`config.mk`:
```
export PLATFORM = sky130hd
export DESIGN_NAME = cart_mem_arbiter
export DESIGN_NICKNAME = d
export VERILOG_FILES = /design/src/rtl/cart_mem_pkg.sv /design/src/rtl/cart_mem_timer.sv /design/src/rtl/cart_mem_arbiter.sv
export SDC_FILE = /design/constraint.sdc
export NUM_CORES = 1
export LEC_CHECK = 0
export BUFFER_PORTS_ARGS = -buffer_cell sky130_fd_sc_hd__buf_2
export CELL_PAD_IN_SITES_DETAIL_PLACEMENT = 1
export CELL_PAD_IN_SITES_GLOBAL_PLACEMENT = 2
export CORE_UTILIZATION = 37
export DETAILED_ROUTE_END_ITERATION = 6
export GPL_TIMING_DRIVEN = 1
export PLACE_DENSITY_LB_ADDON = 0.12
export SYNTH_ARGS = -nofsm -noshare
export SYNTH_HDL_FRONTEND = slang
export SYNTH_SLANG_ARGS = --single-unit
```
`constraint.sdc`:
```
create_clock -name clk -period 3.4 [get_ports clk]
set_input_delay 0.17 -clock clk [delete_from_list [all_inputs] [get_ports clk]]
set_output_delay 0.17 -clock clk [all_outputs]
set_load 0.05 [all_outputs]
```
`src/rtl/cart_mem_pkg.sv`:
```
// Shared types and default timing for the cartridge memory arbiter.
// Timing values are cycle counts; dwell() turns them into timer loads.
package cart_mem_pkg;

    localparam int CNT_W          = 8;
    localparam int DEF_SETUP_CYC  = 1;
    localparam int DEF_ACCESS_CYC = 3;
    localparam int DEF_WE_CYC     = 2;
    localparam int DEF_TURN_CYC   = 1;

    typedef enum logic [2:0] {
        ST_IDLE,
        ST_SETUP,
        ST_READ,
        ST_WRITE,
        ST_TURN
    } state_t;

    typedef enum logic {
        GNT_GB,
        GNT_HOST
    } gnt_t;

    typedef struct packed {
        logic        we;
        logic        ram;
        logic [20:0] adr;
        logic [7:0]  wdata;
    } req_t;

    function automatic logic [CNT_W-1:0] dwell(int cyc);
        return CNT_W'(cyc - 1);
    endfunction

endpackage

```
`src/rtl/cart_mem_timer.sv`:
```
// Loadable down-counter with a zero flag.
// Sequences the dwell time of each arbiter state.
module cart_mem_timer
    import cart_mem_pkg::*;
(
    input  logic             clk,
    input  logic             reset_n,
    input  logic             load,
    input  logic [CNT_W-1:0] load_val,
    output logic             zero
);

    logic [CNT_W-1:0] cnt;

    always_ff @(posedge clk or negedge reset_n) begin
        if (!reset_n) begin
            cnt <= '0;
        end else if (load) begin
            cnt <= load_val;
        end else if (cnt != '0) begin
            cnt <= cnt - 1'b1;
        end
    end

    assign zero = (cnt == '0);

endmodule

```
`src/rtl/cart_mem_arbiter.sv`:
```
// Shares the cartridge SRAM/flash between the GB bus and a host loader.
// GB has strict priority; the host is served only when no GB access is due.
module cart_mem_arbiter
    import cart_mem_pkg::*;
#(
    parameter int SETUP_CYC  = DEF_SETUP_CYC,
    parameter int ACCESS_CYC = DEF_ACCESS_CYC,
    parameter int WE_CYC     = DEF_WE_CYC,
    parameter int TURN_CYC   = DEF_TURN_CYC
) (
    input  logic        clk,
    input  logic        reset_n,
    input  logic        gb_stb,
    input  logic        gb_sel_rom,
    input  logic        gb_sel_ram,
    input  logic        gb_we,
    input  logic [20:0] gb_adr,
    input  logic [7:0]  gb_wdata,
    output logic [7:0]  gb_rdata,
    output logic        gb_done,
    output logic        gb_overrun,
    input  logic        host_req,
    input  logic        host_we,
    input  logic [21:0] host_adr,
    input  logic [7:0]  host_wdata,
    output logic [7:0]  host_rdata,
    output logic        host_ack,
    output logic [20:0] mem_adr,
    output logic [7:0]  mem_dq_o,
    input  logic [7:0]  mem_dq_i,
    output logic        mem_dq_oe,
    output logic        mem_ce_rom_n,
    output logic        mem_ce_ram_n,
    output logic        mem_oe_n,
    output logic        mem_we_n
);

    state_t           state;
    gnt_t             gnt;
    logic             cur_we;
    req_t             slot;
    logic             slot_vld;
    req_t             gb_new;
    req_t             host_new;
    req_t             gnt_req;
    logic             gb_ok;
    logic             gb_due;
    logic             grant_gb;
    logic             grant_host;
    logic             tmr_load;
    logic [CNT_W-1:0] tmr_val;
    logic             tmr_zero;

    // GB writes may only target RAM; ROM is programmed from the host.
    assign gb_ok = gb_stb &&
                   ((gb_sel_ram && !gb_sel_rom) ||
                    (gb_sel_rom && !gb_we));

    assign gb_new = '{we: gb_we, ram: ~gb_sel_rom,
                      adr: gb_adr, wdata: gb_wdata};

    assign host_new = '{we: host_we, ram: host_adr[21],
                        adr: host_adr[20:0], wdata: host_wdata};

    assign gb_due     = gb_ok || slot_vld;
    assign grant_gb   = (state == ST_IDLE) && gb_due;
    assign grant_host = (state == ST_IDLE) && !gb_due && host_req;
    assign gnt_req    = grant_gb ? (gb_ok ? gb_new : slot) : host_new;

    always_comb begin
        tmr_load = 1'b0;
        tmr_val  = '0;
        unique case (state)
            ST_IDLE: begin
                if (grant_gb || grant_host) begin
                    tmr_load = 1'b1;
                    tmr_val  = dwell(SETUP_CYC);
                end
            end
            ST_SETUP: begin
                if (tmr_zero) begin
                    tmr_load = 1'b1;
                    tmr_val  = cur_we ? dwell(WE_CYC) : dwell(ACCESS_CYC);
                end
            end
            ST_READ, ST_WRITE: begin
                if (tmr_zero) begin
                    tmr_load = 1'b1;
                    tmr_val  = dwell(TURN_CYC);
                end
            end
            default: ;
        endcase
    end

    cart_mem_timer u_timer (
        .clk      (clk),
        .reset_n  (reset_n),
        .load     (tmr_load),
        .load_val (tmr_val),
        .zero     (tmr_zero)
    );

    always_ff @(posedge clk or negedge reset_n) begin
        if (!reset_n) begin
            slot       <= '0;
            slot_vld   <= 1'b0;
            gb_overrun <= 1'b0;
        end else begin
            if (gb_ok) begin
                slot <= gb_new;
                if (slot_vld) gb_overrun <= 1'b1;
            end
            if (grant_gb) begin
                slot_vld <= 1'b0;
            end else if (gb_ok) begin
                slot_vld <= 1'b1;
            end
        end
    end

    always_ff @(posedge clk or negedge reset_n) begin
        if (!reset_n) begin
            state        <= ST_IDLE;
            gnt          <= GNT_GB;
            cur_we       <= 1'b0;
            mem_adr      <= '0;
            mem_dq_o     <= '0;
            mem_dq_oe    <= 1'b0;
            mem_ce_rom_n <= 1'b1;
            mem_ce_ram_n <= 1'b1;
            mem_oe_n     <= 1'b1;
            mem_we_n     <= 1'b1;
            gb_rdata     <= '0;
            host_rdata   <= '0;
            gb_done      <= 1'b0;
            host_ack     <= 1'b0;
        end else begin
            gb_done  <= 1'b0;
            host_ack <= 1'b0;
            unique case (state)
                ST_IDLE: begin
                    if (grant_gb || grant_host) begin
                        gnt          <= grant_gb ? GNT_GB : GNT_HOST;
                        cur_we       <= gnt_req.we;
                        mem_adr      <= gnt_req.adr;
                        mem_dq_o     <= gnt_req.wdata;
                        mem_dq_oe    <= gnt_req.we;
                        mem_ce_rom_n <= gnt_req.ram;
                        mem_ce_ram_n <= ~gnt_req.ram;
                        state        <= ST_SETUP;
                    end
                end
                ST_SETUP: begin
                    if (tmr_zero) begin
                        if (cur_we) begin
                            mem_we_n <= 1'b0;
                            state    <= ST_WRITE;
                        end else begin
                            mem_oe_n <= 1'b0;
                            state    <= ST_READ;
                        end
                    end
                end
                ST_READ: begin
                    if (tmr_zero) begin
                        mem_oe_n <= 1'b1;
                        if (gnt == GNT_GB) begin
                            gb_rdata <= mem_dq_i;
                            gb_done  <= 1'b1;
                        end else begin
                            host_rdata <= mem_dq_i;
                            host_ack   <= 1'b1;
                        end
                        state <= ST_TURN;
                    end
                end
                ST_WRITE: begin
                    if (tmr_zero) begin
                        mem_we_n <= 1'b1;
                        gb_done  <= (gnt == GNT_GB);
                        host_ack <= (gnt == GNT_HOST);
                        state    <= ST_TURN;
                    end
                end
                ST_TURN: begin
                    // CE and DQ are held through the first turnaround cycle only.
                    mem_ce_rom_n <= 1'b1;
                    mem_ce_ram_n <= 1'b1;
                    mem_dq_oe    <= 1'b0;
                    if (tmr_zero) state <= ST_IDLE;
                end
                default: state <= ST_IDLE;
            endcase
        end
    end

endmodule

```
# == Word-level counts from Yosys, hierarchy flattened ==
# Index checks and enable logic that the tools add are counted.
# totals
reg_bits,98
output_inout_bits,53
# classes
addsub,1
eq_ne,12
mux,40
bitwise_logic,3
reduce_logical,30
# op_table
cell,n
$mux 31,2
$mux 1,20
$mux 8,2
$pmux 1 s2,8
$mux 3,4
$ne 2x2->1 const B,6
$pmux 3 s4,1
$reduce_and 4->1,3
$reduce_bool 2->1,5
$logic_not 8->1,1
$reduce_bool 8->1,1
$sub 8x1->8 const B,1
$eq 3x2->1 const B,2
$logic_and 1x1->1,6
$mux 2,3
$reduce_and 2->1,3
$reduce_and 3->1,2
$ne 2x1->1 const B,2
$eq 3x1->1 const B,1
$eq 3x3->1 const B,1
$logic_not 1->1,3
$logic_not 3->1,1
$logic_or 1x1->1,3
$not 1->1,3
2 further kinds,2

# == Depth between registers and ports, before layout ==
# depth
word_depth,12
depth_mapped,7
ltp_nobuf,6

# == Cells and area by module ==
# A second synthesis with hierarchy kept.
# hier_totals
hier_cells,364
hier_area_um2,4454.3
# modules_own_cells
module,n_inst,cells_each,area_each_um2
cart_mem_arbiter,1,308,3960.0
cart_mem_timer,1,56,494.2

# == Worst setup path before layout ==
# Ideal clock, no wire load.
# synth_path
kind,register -> register
start,reg u_timer.cnt[0]
end,reg gb_rdata[0]
setup_time_ns,0.127
arrival_time_ns,1.936
path_slack_ns,1.336
path_stages_with_launch,8
path_buffers,1
synth_period_minus_slack_ns,2.064
path_cell_list,dfrtp_1 inv_1 ha_1 or4b_1 nor2_2 and4bb_1 buf_4 mux2_1
# synth_via
elab_chain_len,2
# synth_rtl
item,line,rtl
"start, declared",cart_mem_timer.sv:13,logic [CNT_W-1:0] cnt;
"start signal, assigned",cart_mem_timer.sv:19,cnt <= load_val;
"start signal, assigned",cart_mem_timer.sv:21,cnt <= cnt - 1'b1;
$logic_not 8->1,cart_mem_timer.sv:25,assign zero = (cnt == '0);
$reduce_and 3->1 (no line),-,
"end signal, assigned",cart_mem_arbiter.sv:169,gb_rdata <= mem_dq_i;
"end, declared",cart_mem_arbiter.sv:19,"output logic [7:0] gb_rdata,"
# Every way passes these cells.
# A chain may end at the register's enable or synchronous reset.

# == Final worst setup path ==
# layout_path
start,reg state[1]
end,reg mem_adr[9]
# layout_via
elab_chain_len,5
elab_cells_between_ends,7
# layout_rtl
item,line,rtl
"start, declared",cart_mem_arbiter.sv:38,state_t state;
"start signal, assigned",cart_mem_arbiter.sv:124,state <= ST_IDLE;
"start signal, assigned",cart_mem_arbiter.sv:151,state <= ST_SETUP;
"start signal, assigned",cart_mem_arbiter.sv:158,state <= ST_WRITE;
$logic_not 3->1 (*),"cart_mem_arbiter.sv:66, cart_mem_arbiter.sv:67, cart_mem_arbiter.sv:141",
$logic_and 1x1->1 (2 in series),cart_mem_arbiter.sv:67,assign grant_host = (state == ST_IDLE) && !gb_due && host_req;
$logic_or 1x1->1,cart_mem_arbiter.sv:143,if (grant_gb || grant_host) begin
$reduce_and 2->1 (no line),-,
"end signal, assigned",cart_mem_arbiter.sv:146,mem_adr <= gnt_req.adr;
"end, declared",cart_mem_arbiter.sv:28,"output logic [20:0] mem_adr,"
# Mark *: on every way between the ends. The rest lies on a longest branch, timed or not.

==> impl_results.md <==
- Final ANT Viol Nets: 0
- CTS Buf Count: 9
- Power Total: 5.03 mW
- # nets final: about 520
- CP required: around 3600 ps
- Row cnt: 39
- All-Layer GR Usage: 0.173
- DRT iter0 DRCs: 100
- Final WL: 9.90 mm
- CP Class: reg2reg
- Hold-fix buffers, CTS: 0
- Fin Setup TNS: 0 ps
- CTS clk-pin slew, worst paths: 70 ps
- Max Slew Vio Count: 0
- Routed vias/inst: 5.00
- Pleak: 2.62 nW
- Sequential fraction of the synthesis area: 0.559
- CP Capture Point: mem_adr[9]$_DFFE_PN0P_
- Hold Path Class: in2async
- Synth area leader: dfrtp_1
- CP Cell Sequence: nor3_1 > and2_2 > buf_4 > mux2_2 > mux2_2
- CTS H-tree depth: 3
- Post-route minimum period: 2490 ps
- Post-synth EDFFs: 0
- Violated checks: DRC
- Status: finished with violations
- Chip width: 111 um
- Power per cell area: 908 mW/mm^2
- Least-Margin Pin Slew: 1060 ps
- Syn Nets: 398
- Fmax: 402 MHz
- CTS tree: built
- Synth area leaders: dfrtp_1 (54%), mux2_2 (15%), mux2_1 (13%), dfstp_2 (2.4%), nor2_1 (1.5%)
- Most numerous cell on the critical path: mux2_2
- Skew final: 10.2 ps
- DRC errors left: 16
- Final WS setup: 909 ps
- End of the worst register-to-register path: mem_adr[9]$_DFFE_PN0P_
- Final Setup Violations: 0
- Die area: 0.0123 mm^2
- RSZ-0062 raised after global routing: no
- Asr flop ratio synth: 1.00
- Hpwl dp: 7.00 mm
- Post-CTS Setup Repair Bufs: 0
- Critical path arrival: 2720 ps
- Routability cong.: between 0.7 and 0.8
- CORE AREA: approximately 0.012 mm^2
- Netlist cell types: 47
- Ratio of cells with drive above 1 in the final layout: 0.481
- Vias: 2960
- Max_slew headroom: 0.292
- Pre-CTS WS: 869 ps
- CTS resizes: 0
- Maxcap violations: 0
- First-pass GRT wire length: 16.4 mm
- Synth top area share: 0.535
- Crit. Startpoint: state[1]$_DFFE_PN0P_
- Synth Area per Inst: 13.7 um^2
- Tcrit/Tclk final: 0.733
- Initial antenna violation count: 1
- Layout Area Growth over Synthesis: 26.0%
- Root buf cell: clkbuf_16
- Synthesized area: 0.00440 mm^2
- WHS: 1.64 ps
- Critical Path Start Type: register
- Io pins: 128
- Average wire per standard cell: 16.7 um
- Net Sw Power: 1.95 mW
- Peak VDD IR: between 0.0004 and 0.0005 V
- Clock sink count: 98
- Primary FF master, synth: dfrtp_1
- #FFs+latches synth: 98
- Vias in the first global route: 3181
- Critical path endpoint category: register
- Port Buffers: 127
- Final-report hold violation count: 0
- Critical Path Max Stage Delay: 550 ps
- Reg power frac: 0.349
- Post-layout instance area: 0.00554 mm^2
- RR Startpoint: state[1]$_DFFE_PN0P_
- Max clock buf depth: 2
- Initial DRT Pass Iterations: 6
- Initial Util: 0.382
- Top fanout value on the critical path: 21
- Combinational power share: 0.389
- P_int: between 3 and 4 mW
- Antenna diode count: 0
- Syn Inst Count: about 320
- Worst reg-to-reg setup slack: 910 ps
- Clock Power Share: 0.262
- Sw Ratio: 0.387
- Placed Area: 0.00515 mm^2
- Worst r2r path cells: 5
- Worst-skew pair later-pin latency: 350 ps
- Largest net degree at the start of global routing: 85
- Gr ovfl total: 0
- Crit path max-delay cell type: dfrtp_1
- YS warnings: 0
- Die H: 111 um
-- metal layers --
layer	vias up	global-route usage	wire [um]
met5	-	0	10
met4	2	0.0459	97
met3	11	0.0689	647
met2	78	0.282	4850
met1	1474	0.213	4290
li1	1395	-	-
-- worst min path at each step --
stage	endpoint	start	cells after the start	slack [ps]
2_1_floorplan	cur_we$_DFFE_PN0P_	reset_n	0	-130
3_3_place_gp	host_rdata[3]$_DFFE_PN0P_	mem_dq_i[3]	2	400
3_5_place_dp	slot[29]$_DFF_PN0_	gb_sel_rom	2	410
4_1_cts	slot[29]$_DFF_PN0_	gb_sel_rom	2	30
5_1_grt	slot[29]$_DFF_PN0_	gb_sel_rom	2	40
6_report	slot[24]$_DFF_PN0_	reset_n	1	2
-- cells in the mapped netlist (4+ instances only) --
| library cell | instances |
|---|---|
| a21oi_1 | 6 |
| buf_2 | 11 |
| clkbuf_1 | 5 |
| dfrtp_1 | 94 |
| dfstp_2 | 4 |
| inv_1 | 6 |
| mux2_1 | 49 |
| mux2_2 | 58 |
| nand2_1 | 5 |
| nand2b_1 | 5 |
| nor2_1 | 17 |
| o21ai_0 | 6 |
-- worst max-delay path, delay by kind of cell (launching register included) --
| kind | cells | cell delay [ps] |
|---|---|---|
| buf+inv | 1 | 380 |
| flops | 1 | 550 |
| mux | 2 | 640 |
| simple gates | 2 | 800 |
-- stage by stage --
step                 util  std cells
detailed placement  0.447        576
CTS                 0.481        592
global placement    0.447        576
finish              0.481        592
floorplan               -        321
global route        0.481        592
-- state kept, by name, indices dropped and copies added (netlist names), 3 cells and up --
register	cells
gb_rdata	8
host_rdata	8
mem_adr	21
mem_dq_o	8
slot	31
state	3
u_timer.cnt	8
-- power groups by stage --
| stage | Sequential, mW | Combinational [mW] | Clock (mW) |
|---|---|---|---|
| global route | 1.81 | 2.09 | 1.40 |
| finish | 1.76 | 1.96 | 1.32 |
| CTS | 1.77 | 1.99 | 1.36 |
| detailed placement | 1.78 | 1.98 | 0 |
| global placement | 1.77 | 1.94 | 0 |
| floorplan | 2.51 | 0.762 | 0 |
-- cell usage in the layout, fill, tap and decap left out, types with 2 or more instances in the layout --
master,synthesis,final
mux2_2,58,58
mux2i_1,2,2
inv_1,6,6
xnor2_1,2,2
dfrtp_1,94,94
clkbuf_16,0,9
buf_2,11,126
mux2_1,49,49
or2_1,3,3
dfstp_2,4,4
o2bb2ai_1,2,2
a32o_1,2,2
and4_1,2,2
o21ai_0,6,6
nand3_1,3,3
a311oi_1,2,2
o211ai_1,2,2
buf_4,2,5
nor2_1,17,17
nor3b_1,3,3
nand2_1,5,5
nand2b_1,5,5
nor3_1,3,3
bufinv_16,0,5
ha_1,2,2
xor2_1,3,3
a21oi_1,6,6
-- kinds of logic after synthesis --
family	Yosys count	synth area share
AOI/OAI and AO/OA	27	0.0467
DFF	98	0.559
adders and majority gates	2	0.00569
and+or+nand+nor	55	0.0723
buffers and inverters	25	0.0279
muxes	109	0.279
xor gates and xnor gates	5	0.00996
-- layout make-up --
class	instances	area [um^2]
sequential	98	2460
multi-input combinational	198	1830
clock inverter	7	164
timing repair buffer	131	668
inverter	6	22.5
clock buffer	9	225
tap	143	179
fill	1245	5970
(Power assumes the default switching activity.)
